$ cat src/rtl/prewish_mask_loader.sv
// ============================================================================
// Module   : prewish_mask_loader
// Brief    : Debounces the load button, samples the 8-bit DIP switch and emits
//            a single-cycle load strobe with the mask for prewish_mentor.
//            Optional macro: PREWISH_LOADER_AUTOREPEAT_EN (auto-repeat while held)
// Revision : 1.0 - initial release
// ============================================================================
`default_nettype none

module prewish_mask_loader #(
   parameter int DEBOUNCE_BITS  = 16,
   parameter int REPEAT_BITS    = 23,
   parameter int BTN_ACTIVE_LOW = 1
) (
   input  logic       CLK_I,
   input  logic       RST_I,
   input  logic       i_btn,
   input  logic [7:0] i_dip,
   output logic       STB_O,
   output logic [7:0] DAT_O,
   output logic       o_pressed
);

   localparam logic [1:0] C_IDLE     = 2'd0;
   localparam logic [1:0] C_DB_PRESS = 2'd1;
   localparam logic [1:0] C_WAIT_REL = 2'd2;
   localparam logic [1:0] C_DB_REL   = 2'd3;

   localparam logic [DEBOUNCE_BITS-1:0] C_CNT_MAX  = '1;
   localparam logic                     C_BTN_IDLE = (BTN_ACTIVE_LOW != 0);

   logic                     btn_meta_q, btn_meta_d;
   logic                     btn_sync_q, btn_sync_d;
   logic [7:0]               dip_meta_q, dip_meta_d;
   logic [7:0]               dip_sync_q, dip_sync_d;
   logic [1:0]               state_q, state_d;
   logic [DEBOUNCE_BITS-1:0] cnt_q, cnt_d;
   logic                     stb_q, stb_d;
   logic [7:0]               dat_q, dat_d;
   logic                     pressed_q, pressed_d;
   logic                     w_btn_s;
   logic                     w_first_stb;

`ifdef PREWISH_LOADER_AUTOREPEAT_EN
   localparam logic [REPEAT_BITS-1:0] C_RPT_MAX = '1;
   logic [REPEAT_BITS-1:0]   rpt_q, rpt_d;
`else
   logic [31:0]              w_unused_repeat_bits;
   assign w_unused_repeat_bits = 32'(REPEAT_BITS);
`endif

   // Two-flop synchronizers; the button is normalized to 1 = pressed after them.
   always_comb begin
      btn_meta_d = i_btn;
      btn_sync_d = btn_meta_q;
      dip_meta_d = i_dip;
      dip_sync_d = dip_meta_q;
   end

   assign w_btn_s = (BTN_ACTIVE_LOW != 0) ? ~btn_sync_q : btn_sync_q;

   always_ff @(posedge CLK_I) begin
      if (RST_I) begin
         btn_meta_q <= C_BTN_IDLE;
         btn_sync_q <= C_BTN_IDLE;
         dip_meta_q <= 8'h00;
         dip_sync_q <= 8'h00;
         state_q    <= C_IDLE;
         cnt_q      <= '0;
         stb_q      <= 1'b0;
         dat_q      <= 8'h00;
         pressed_q  <= 1'b0;
`ifdef PREWISH_LOADER_AUTOREPEAT_EN
         rpt_q      <= '0;
`endif
      end else begin
         btn_meta_q <= btn_meta_d;
         btn_sync_q <= btn_sync_d;
         dip_meta_q <= dip_meta_d;
         dip_sync_q <= dip_sync_d;
         state_q    <= state_d;
         cnt_q      <= cnt_d;
         stb_q      <= stb_d;
         dat_q      <= dat_d;
         pressed_q  <= pressed_d;
`ifdef PREWISH_LOADER_AUTOREPEAT_EN
         rpt_q      <= rpt_d;
`endif
      end
   end

   // Next-state: the counter saturates at MAX; any opposite sample restarts debounce.
   always_comb begin
      state_d = state_q;
      cnt_d   = cnt_q;
      case (state_q)
         C_IDLE: begin
            if (w_btn_s) begin
               state_d = C_DB_PRESS;
               cnt_d   = '0;
            end
         end
         C_DB_PRESS: begin
            if (!w_btn_s)                state_d = C_IDLE;
            else if (cnt_q == C_CNT_MAX) state_d = C_WAIT_REL;
            else                         cnt_d   = cnt_q + 1'b1;
         end
         C_WAIT_REL: begin
            if (!w_btn_s) begin
               state_d = C_DB_REL;
               cnt_d   = '0;
            end
         end
         C_DB_REL: begin
            if (w_btn_s)                 state_d = C_WAIT_REL;
            else if (cnt_q == C_CNT_MAX) state_d = C_IDLE;
            else                         cnt_d   = cnt_q + 1'b1;
         end
         default: begin
            state_d = C_IDLE;
            cnt_d   = '0;
         end
      endcase
   end

   assign w_first_stb = (state_q == C_DB_PRESS) && w_btn_s && (cnt_q == C_CNT_MAX);

   always_comb begin
      stb_d     = 1'b0;
      dat_d     = dat_q;
      pressed_d = (state_d == C_WAIT_REL) || (state_d == C_DB_REL);
      if (w_first_stb) begin
         stb_d = 1'b1;
         dat_d = dip_sync_q;
      end
`ifdef PREWISH_LOADER_AUTOREPEAT_EN
      // rpt only advances while held in WAIT_REL and survives DB_REL glitches.
      rpt_d = rpt_q;
      if (w_first_stb) begin
         rpt_d = '0;
      end else if ((state_q == C_WAIT_REL) && w_btn_s) begin
         if (rpt_q == C_RPT_MAX) begin
            stb_d = 1'b1;
            dat_d = dip_sync_q;
            rpt_d = '0;
         end else begin
            rpt_d = rpt_q + 1'b1;
         end
      end
`endif
   end

   assign STB_O     = stb_q;
   assign DAT_O     = dat_q;
   assign o_pressed = pressed_q;

endmodule

`default_nettype wire
$ cat config.mk
export PLATFORM = sky130hd
export DESIGN_NAME = prewish_mask_loader
export DESIGN_NICKNAME = d
export VERILOG_FILES = /design/src/rtl/prewish_mask_loader.sv
export SDC_FILE = /design/constraint.sdc
export NUM_CORES = 1
export LEC_CHECK = 0
export CORE_UTILIZATION = 23
export DETAILED_ROUTE_END_ITERATION = 10
export DONT_BUFFER_PORTS = 1
export GPL_ROUTABILITY_DRIVEN = 0
export PLACE_DENSITY = 0.42
export SLEW_MARGIN = 20
export SYNTH_ARGS = -nofsm -noshare
export SYNTH_HDL_FRONTEND = slang
export SYNTH_SLANG_ARGS = --single-unit
$ cat constraint.sdc
create_clock -name CLK_I -period 4.3 [get_ports CLK_I]
set_clock_uncertainty 0.1 [all_clocks]
set_input_delay 0.86 -clock CLK_I [delete_from_list [all_inputs] [get_ports CLK_I]]
set_output_delay 0.86 -clock CLK_I [all_outputs]
set_load 0.02 [all_outputs]
Word-level counts from Yosys, hierarchy flattened

Index checks and enable logic that the tools add are counted.

Add/subtract/negate cells: 1
Equal/unequal tests: 10
Mux-type cells: 14
Bitwise operators: 1
Reductions and logical operators: 5

Operator list:

| operator                                                        | count |
|---|---|
| 16-bit two-way mux                                              | 5 |
| 16-bit one-hot mux with 4 select lines                          | 1 |
| 16-bit by 1-bit adder with 16-bit output, second input constant | 1 |
| 16-bit == test, second input constant                           | 1 |
| 2-bit two-way mux                                               | 6 |
| 2-bit == test, second input constant                            | 4 |
| 2-bit inequality test, second input constant                    | 4 |
| 2-bit one-hot mux with 4 select lines                           | 1 |
| 4-bit AND reduction                                             | 1 |
| 2-bit by 1-bit == test with 1-bit output, second input constant | 1 |
| 1-bit logical AND                                               | 2 |
| 2-bit logical NOT                                               | 1 |
| 1-bit logical OR                                                | 1 |
| 1-bit two-way mux                                               | 1 |
| 1-bit NOT                                                       | 1 |

Bits in registers: 46
Bits of input ports: 11
Output and inout port bits: 10
Logic and storage cells: 40

Logic depth before layout (Yosys ltp)

Word-level depth: 6
Gate-level depth with buffers: 7
Depth with buffers taken out: 6

Worst setup path after synthesis

Ideal clock, no wire load.

Path type: register to register
Start: register cnt_q[0]
End: register dat_q[0], in the netlist DAT_O[0]
Library setup time: 0.128 ns
Arrival: 1.841 ns
Required time: 4.072 ns
Setup slack: 2.231 ns
Stages on the path, launching flop included: 7
Buffers on the path: 0
Period minus slack after synthesis: 2.069 ns
Cells stage by stage: dfxtp_1 ha_1 nand4_4 or4_4 nor3_4 mux2i_1 nor2_1

Longest elaborated chain between the ends: 2

Ends and longest elaborated chain:

| element                | RTL line | source |
|---|---|---|
| start, declared        | 37       | `logic [DEBOUNCE_BITS-1:0] cnt_q, cnt_d;` |
| start signal, assigned | 82       | `cnt_q <= cnt_d;` |
| 16-bit == test         | 126      | `assign w_first_stb = (state_q == C_DB_PRESS) && w_btn_s && (cnt_q == C_CNT_MAX);` |
| 1-bit logical AND      | 126      |  |
| end signal, assigned   | 84       | `dat_q <= dat_d;` |
| end, declared          | 39       | `logic [7:0] dat_q, dat_d;` |

Every way passes these cells.
A chain may end at the register's enable or synchronous reset.

Worst setup path in the final report

Start: register cnt_q[0]
End: register dat_q[6], in the netlist DAT_O[6]

The elaborated chain is that of the path after synthesis.

==> impl_metrics.env <==
export IMPL_tritoncts="done"
export IMPL_cts_buffer_depth=2
export IMPL_viasPerCell=4.30
export IMPL_total_global_routing_overflow=0
export IMPL_setup_total_negative_slack_ns=0
export IMPL_drcViolationCount=0
export IMPL_drt_first_pass_iters=6
export IMPL_synth_seq_area_share=0.513
export IMPL_fp_dieArea_um2=7990
export IMPL_cts_resized=0
export IMPL_worstSetupStartpoint="cnt_q[0]$_SDFFE_PP0P_"
export IMPL_crit_fanout=8
export IMPL_final_setup_vio_count=0
export IMPL_postLayoutCellArea_um2=1940
export IMPL_yosys_cell_types_count=34
export IMPL_final_layout_size_suffix_gt1_frac=0.0973
export IMPL_via_count=1222
export IMPL_detail_route_antenna_nets=0
export IMPL_rr_endpoint="DAT_O[6]$_SDFFE_PP0P_"
export IMPL_synthToLayoutAreaGrowth_pct=10.7
export IMPL_cap_violations=0
export IMPL_cellPowerDensity_nw_per_um2=362
export IMPL_synthesis_instances=184
export IMPL_wl_um=3500
export IMPL_worst_slew_margin_rel=0.345
export IMPL_fill_cells=776
export IMPL_most_common_layout_cells="sky130_fd_sc_hd__dfxtp_1, sky130_fd_sc_hd__nor2_1, sky130_fd_sc_hd__nor2b_1"
export IMPL_placedInstanceArea_um2=1850
export IMPL_p_leak_nw=0.624
export IMPL_critical_path_class="reg2reg"
export IMPL_syn_num_nets=196
export IMPL_clk_latency_ns=0.29
export IMPL_switching_share=0.224
export IMPL_layout_nets=196
export IMPL_groute_usage_overall=0.0938
export IMPL_fp_dieH_um=89.4
export IMPL_via_count_of_the_first_global_routing_pass=1120
export IMPL_diodes=0
export IMPL_grt_setup_unrepaired="false"
export IMPL_finalHoldWorstSlack_ns=0.312
export IMPL_synth_yosys_warnings=0
export IMPL_htree_num_levels=2
export IMPL_vdd_ir_drop_worst_mv=0.113
export IMPL_post_route_util=0.265
export IMPL_fp_coreArea_um2=7330
export IMPL_initial_utilization=0.239
export IMPL_fin_crit_share=0.535
export IMPL_synth_seq_cells=45
export IMPL_hold_viol=0
export IMPL_cell_internal_pwr_mw=0.547
export IMPL_critical_path_reg2reg_startpoint="cnt_q[0]$_SDFFE_PP0P_"
export IMPL_post_cts_hold_buffer_count=0
export IMPL_portBuffers=0
export IMPL_synth_cell_area_um2=1760
export IMPL_cts_num_sinks=45
export IMPL_grt_max_degree=44
export IMPL_leading_cell_type_in_the_layout_fill_and_taps_excluded="sky130_fd_sc_hd__dfxtp_1"
export IMPL_cts_buffers_inserted=5
export IMPL_post_dp_hpwl_um=2410
export IMPL_clk_pin_slew_ns=0.09
export IMPL_drt_wirelength_per_cell_um=12.3
export IMPL_layoutNonFillerInstCount=284
export IMPL_r2r_slack_ns=2.00
export IMPL_post_route_min_period_ns=2.30
export IMPL_seq_power_share=0.607
export IMPL_pin_count=21
export IMPL_p_clk_frac=0.375
export IMPL_path_depth_of_the_worst_reg2reg_path=6
export IMPL_worst_slew_pin_slew_ns=0.969
export IMPL_critPathCaptureType="register"
export IMPL_capture_point_of_the_worst_path="DAT_O[6]$_SDFFE_PP0P_"
export IMPL_maxClockFrequency_mhz=434
export IMPL_syn_area_per_cell_um2=9.54
export IMPL_rows=31
export IMPL_timing_critical_path_arrival_ns=2.40
export IMPL_combPwrFrac=0.018
export IMPL_drt_initial_drc_count=76
export IMPL_place_detailed_instances=276
export IMPL_cts_root_buffer_cell="sky130_fd_sc_hd__clkbuf_8"
export IMPL_timing_critical_path_required_ns=4.40
export IMPL_grt_pass1_wl_um=5730
export IMPL_run_status="finished clean"
export IMPL_min_delay_start="btn_meta_q$_SDFF_PP1_"
export IMPL_report_final_slew_viol_count=0
export IMPL_area_used_by_multi_input_combinational_logic_um2=810
export IMPL_grt_antenna_before_repair=0
export IMPL_post_cts_buffers=0
export IMPL_die_x_um=89.4
export IMPL_kind_of_launch_point_of_the_worst_setup_path="register"
export IMPL_type_of_the_worst_min_delay_path="reg2reg"
export IMPL_area_sequential_um2=901
export IMPL_switching_power_mw=0.158
routing by layer:
layer | wire, um | global-route usage
met1 | 1870 | 0.130
met2 | 1500 | 0.140
met3 | 79 | 0.0222
met4 | 48 | 0.0375
met5 | 0 | 0
state kept, by name, indices dropped and copies added (netlist names):
signal      cells
dip_sync_q      8
btn_sync_q      1
state_q         2
STB_O           1
cnt_q          16
btn_meta_q      1
dip_meta_q      8
DAT_O           8
critical path, cell delays in order, from the launching register on:
cell and delay [ns]:
sky130_fd_sc_hd__dfxtp_1 0.38, sky130_fd_sc_hd__ha_1 0.25, sky130_fd_sc_hd__nand4_4 0.18, sky130_fd_sc_hd__or4_4 0.53, sky130_fd_sc_hd__nor3_4 0.47, sky130_fd_sc_hd__mux2i_1 0.25
sky130_fd_sc_hd__nor2_1 0.05
kinds of logic after synthesis:
| group | synth area share |
|---|---|
| buffers and inverters | 0.0257 |
| AOI/OAI and AO/OA | 0.0670 |
| xor gates and xnor gates | 0.0399 |
| muxes | 0.0520 |
| DFF | 0.513 |
| adders and majority gates | 0.00713 |
| and+or+nand+nor | 0.295 |
power groups by stage:
stage                     Sequential (mW)  Clock, mW  Combinational (mW)
after global routing                0.428      0.292              0.0145
after floorplan                     0.436          0              0.0154
after CTS                           0.427      0.274              0.0132
after global placement              0.437          0              0.0134
final                               0.427      0.264              0.0129
after detailed placement            0.437          0              0.0131
layout make-up:
cell class | instances | share of cell area
clock buffers | 5 | 0.0354
clock inverters | 3 | 0.0109
inverters | 5 | 0.00966
multi-input cells | 127 | 0.417
flip-flops and latches | 45 | 0.464
well taps | 99 | 0.0637
cells in the mapped netlist (all sizes together):
| library cell | number | area, um2 |
|---|---|---|
| xor2 | 1 | 8.76 |
| nor4 | 5 | 31.3 |
| inv | 5 | 18.8 |
| a21o | 1 | 7.51 |
| xnor2 | 7 | 61.3 |
| a31oi | 2 | 12.5 |
| or4 | 4 | 33.8 |
| nor2b | 16 | 100 |
| or3 | 4 | 26.3 |
| nor4b | 1 | 8.76 |
| clkbuf | 7 | 26.3 |
| o211a | 1 | 10.0 |
| mux2 | 1 | 11.3 |
| nand2b | 2 | 12.5 |
| and3 | 2 | 12.5 |
| dfxtp | 45 | 901 |
| nor3 | 10 | 61.3 |
| o21a | 2 | 15.0 |
| o32ai | 3 | 26.3 |
| a211oi | 1 | 7.51 |
| nand2 | 7 | 26.3 |
| or2 | 4 | 25.0 |
| nand4 | 6 | 52.6 |
| a21oi | 4 | 20.0 |
| nor2 | 22 | 82.6 |
| ha | 1 | 12.5 |
| mux2i | 8 | 80.1 |
| o21ai | 3 | 18.8 |
| nand3 | 9 | 45.0 |
through the flow:
step / setup WS, ns / total power [mW]
2_1_floorplan: 2.23 / 0.451
3_3_place_gp: 2.01 / 0.451
3_5_place_dp: 1.97 / 0.450
4_1_cts: 1.96 / 0.714
5_1_grt: 1.81 / 0.735
6_report: 2.00 / 0.704
how the worst min path moves through the flow:
stage / to / depth (start not counted)
3_5_place_dp: btn_sync_q$_SDFF_PP1_ / 1
4_1_cts: btn_sync_q$_SDFF_PP1_ / 1
3_3_place_gp: btn_sync_q$_SDFF_PP1_ / 1
5_1_grt: btn_sync_q$_SDFF_PP1_ / 1
6_report: btn_sync_q$_SDFF_PP1_ / 1
2_1_floorplan: btn_sync_q$_SDFF_PP1_ / 1
Note: power is estimated with default switching activity, not from simulation.
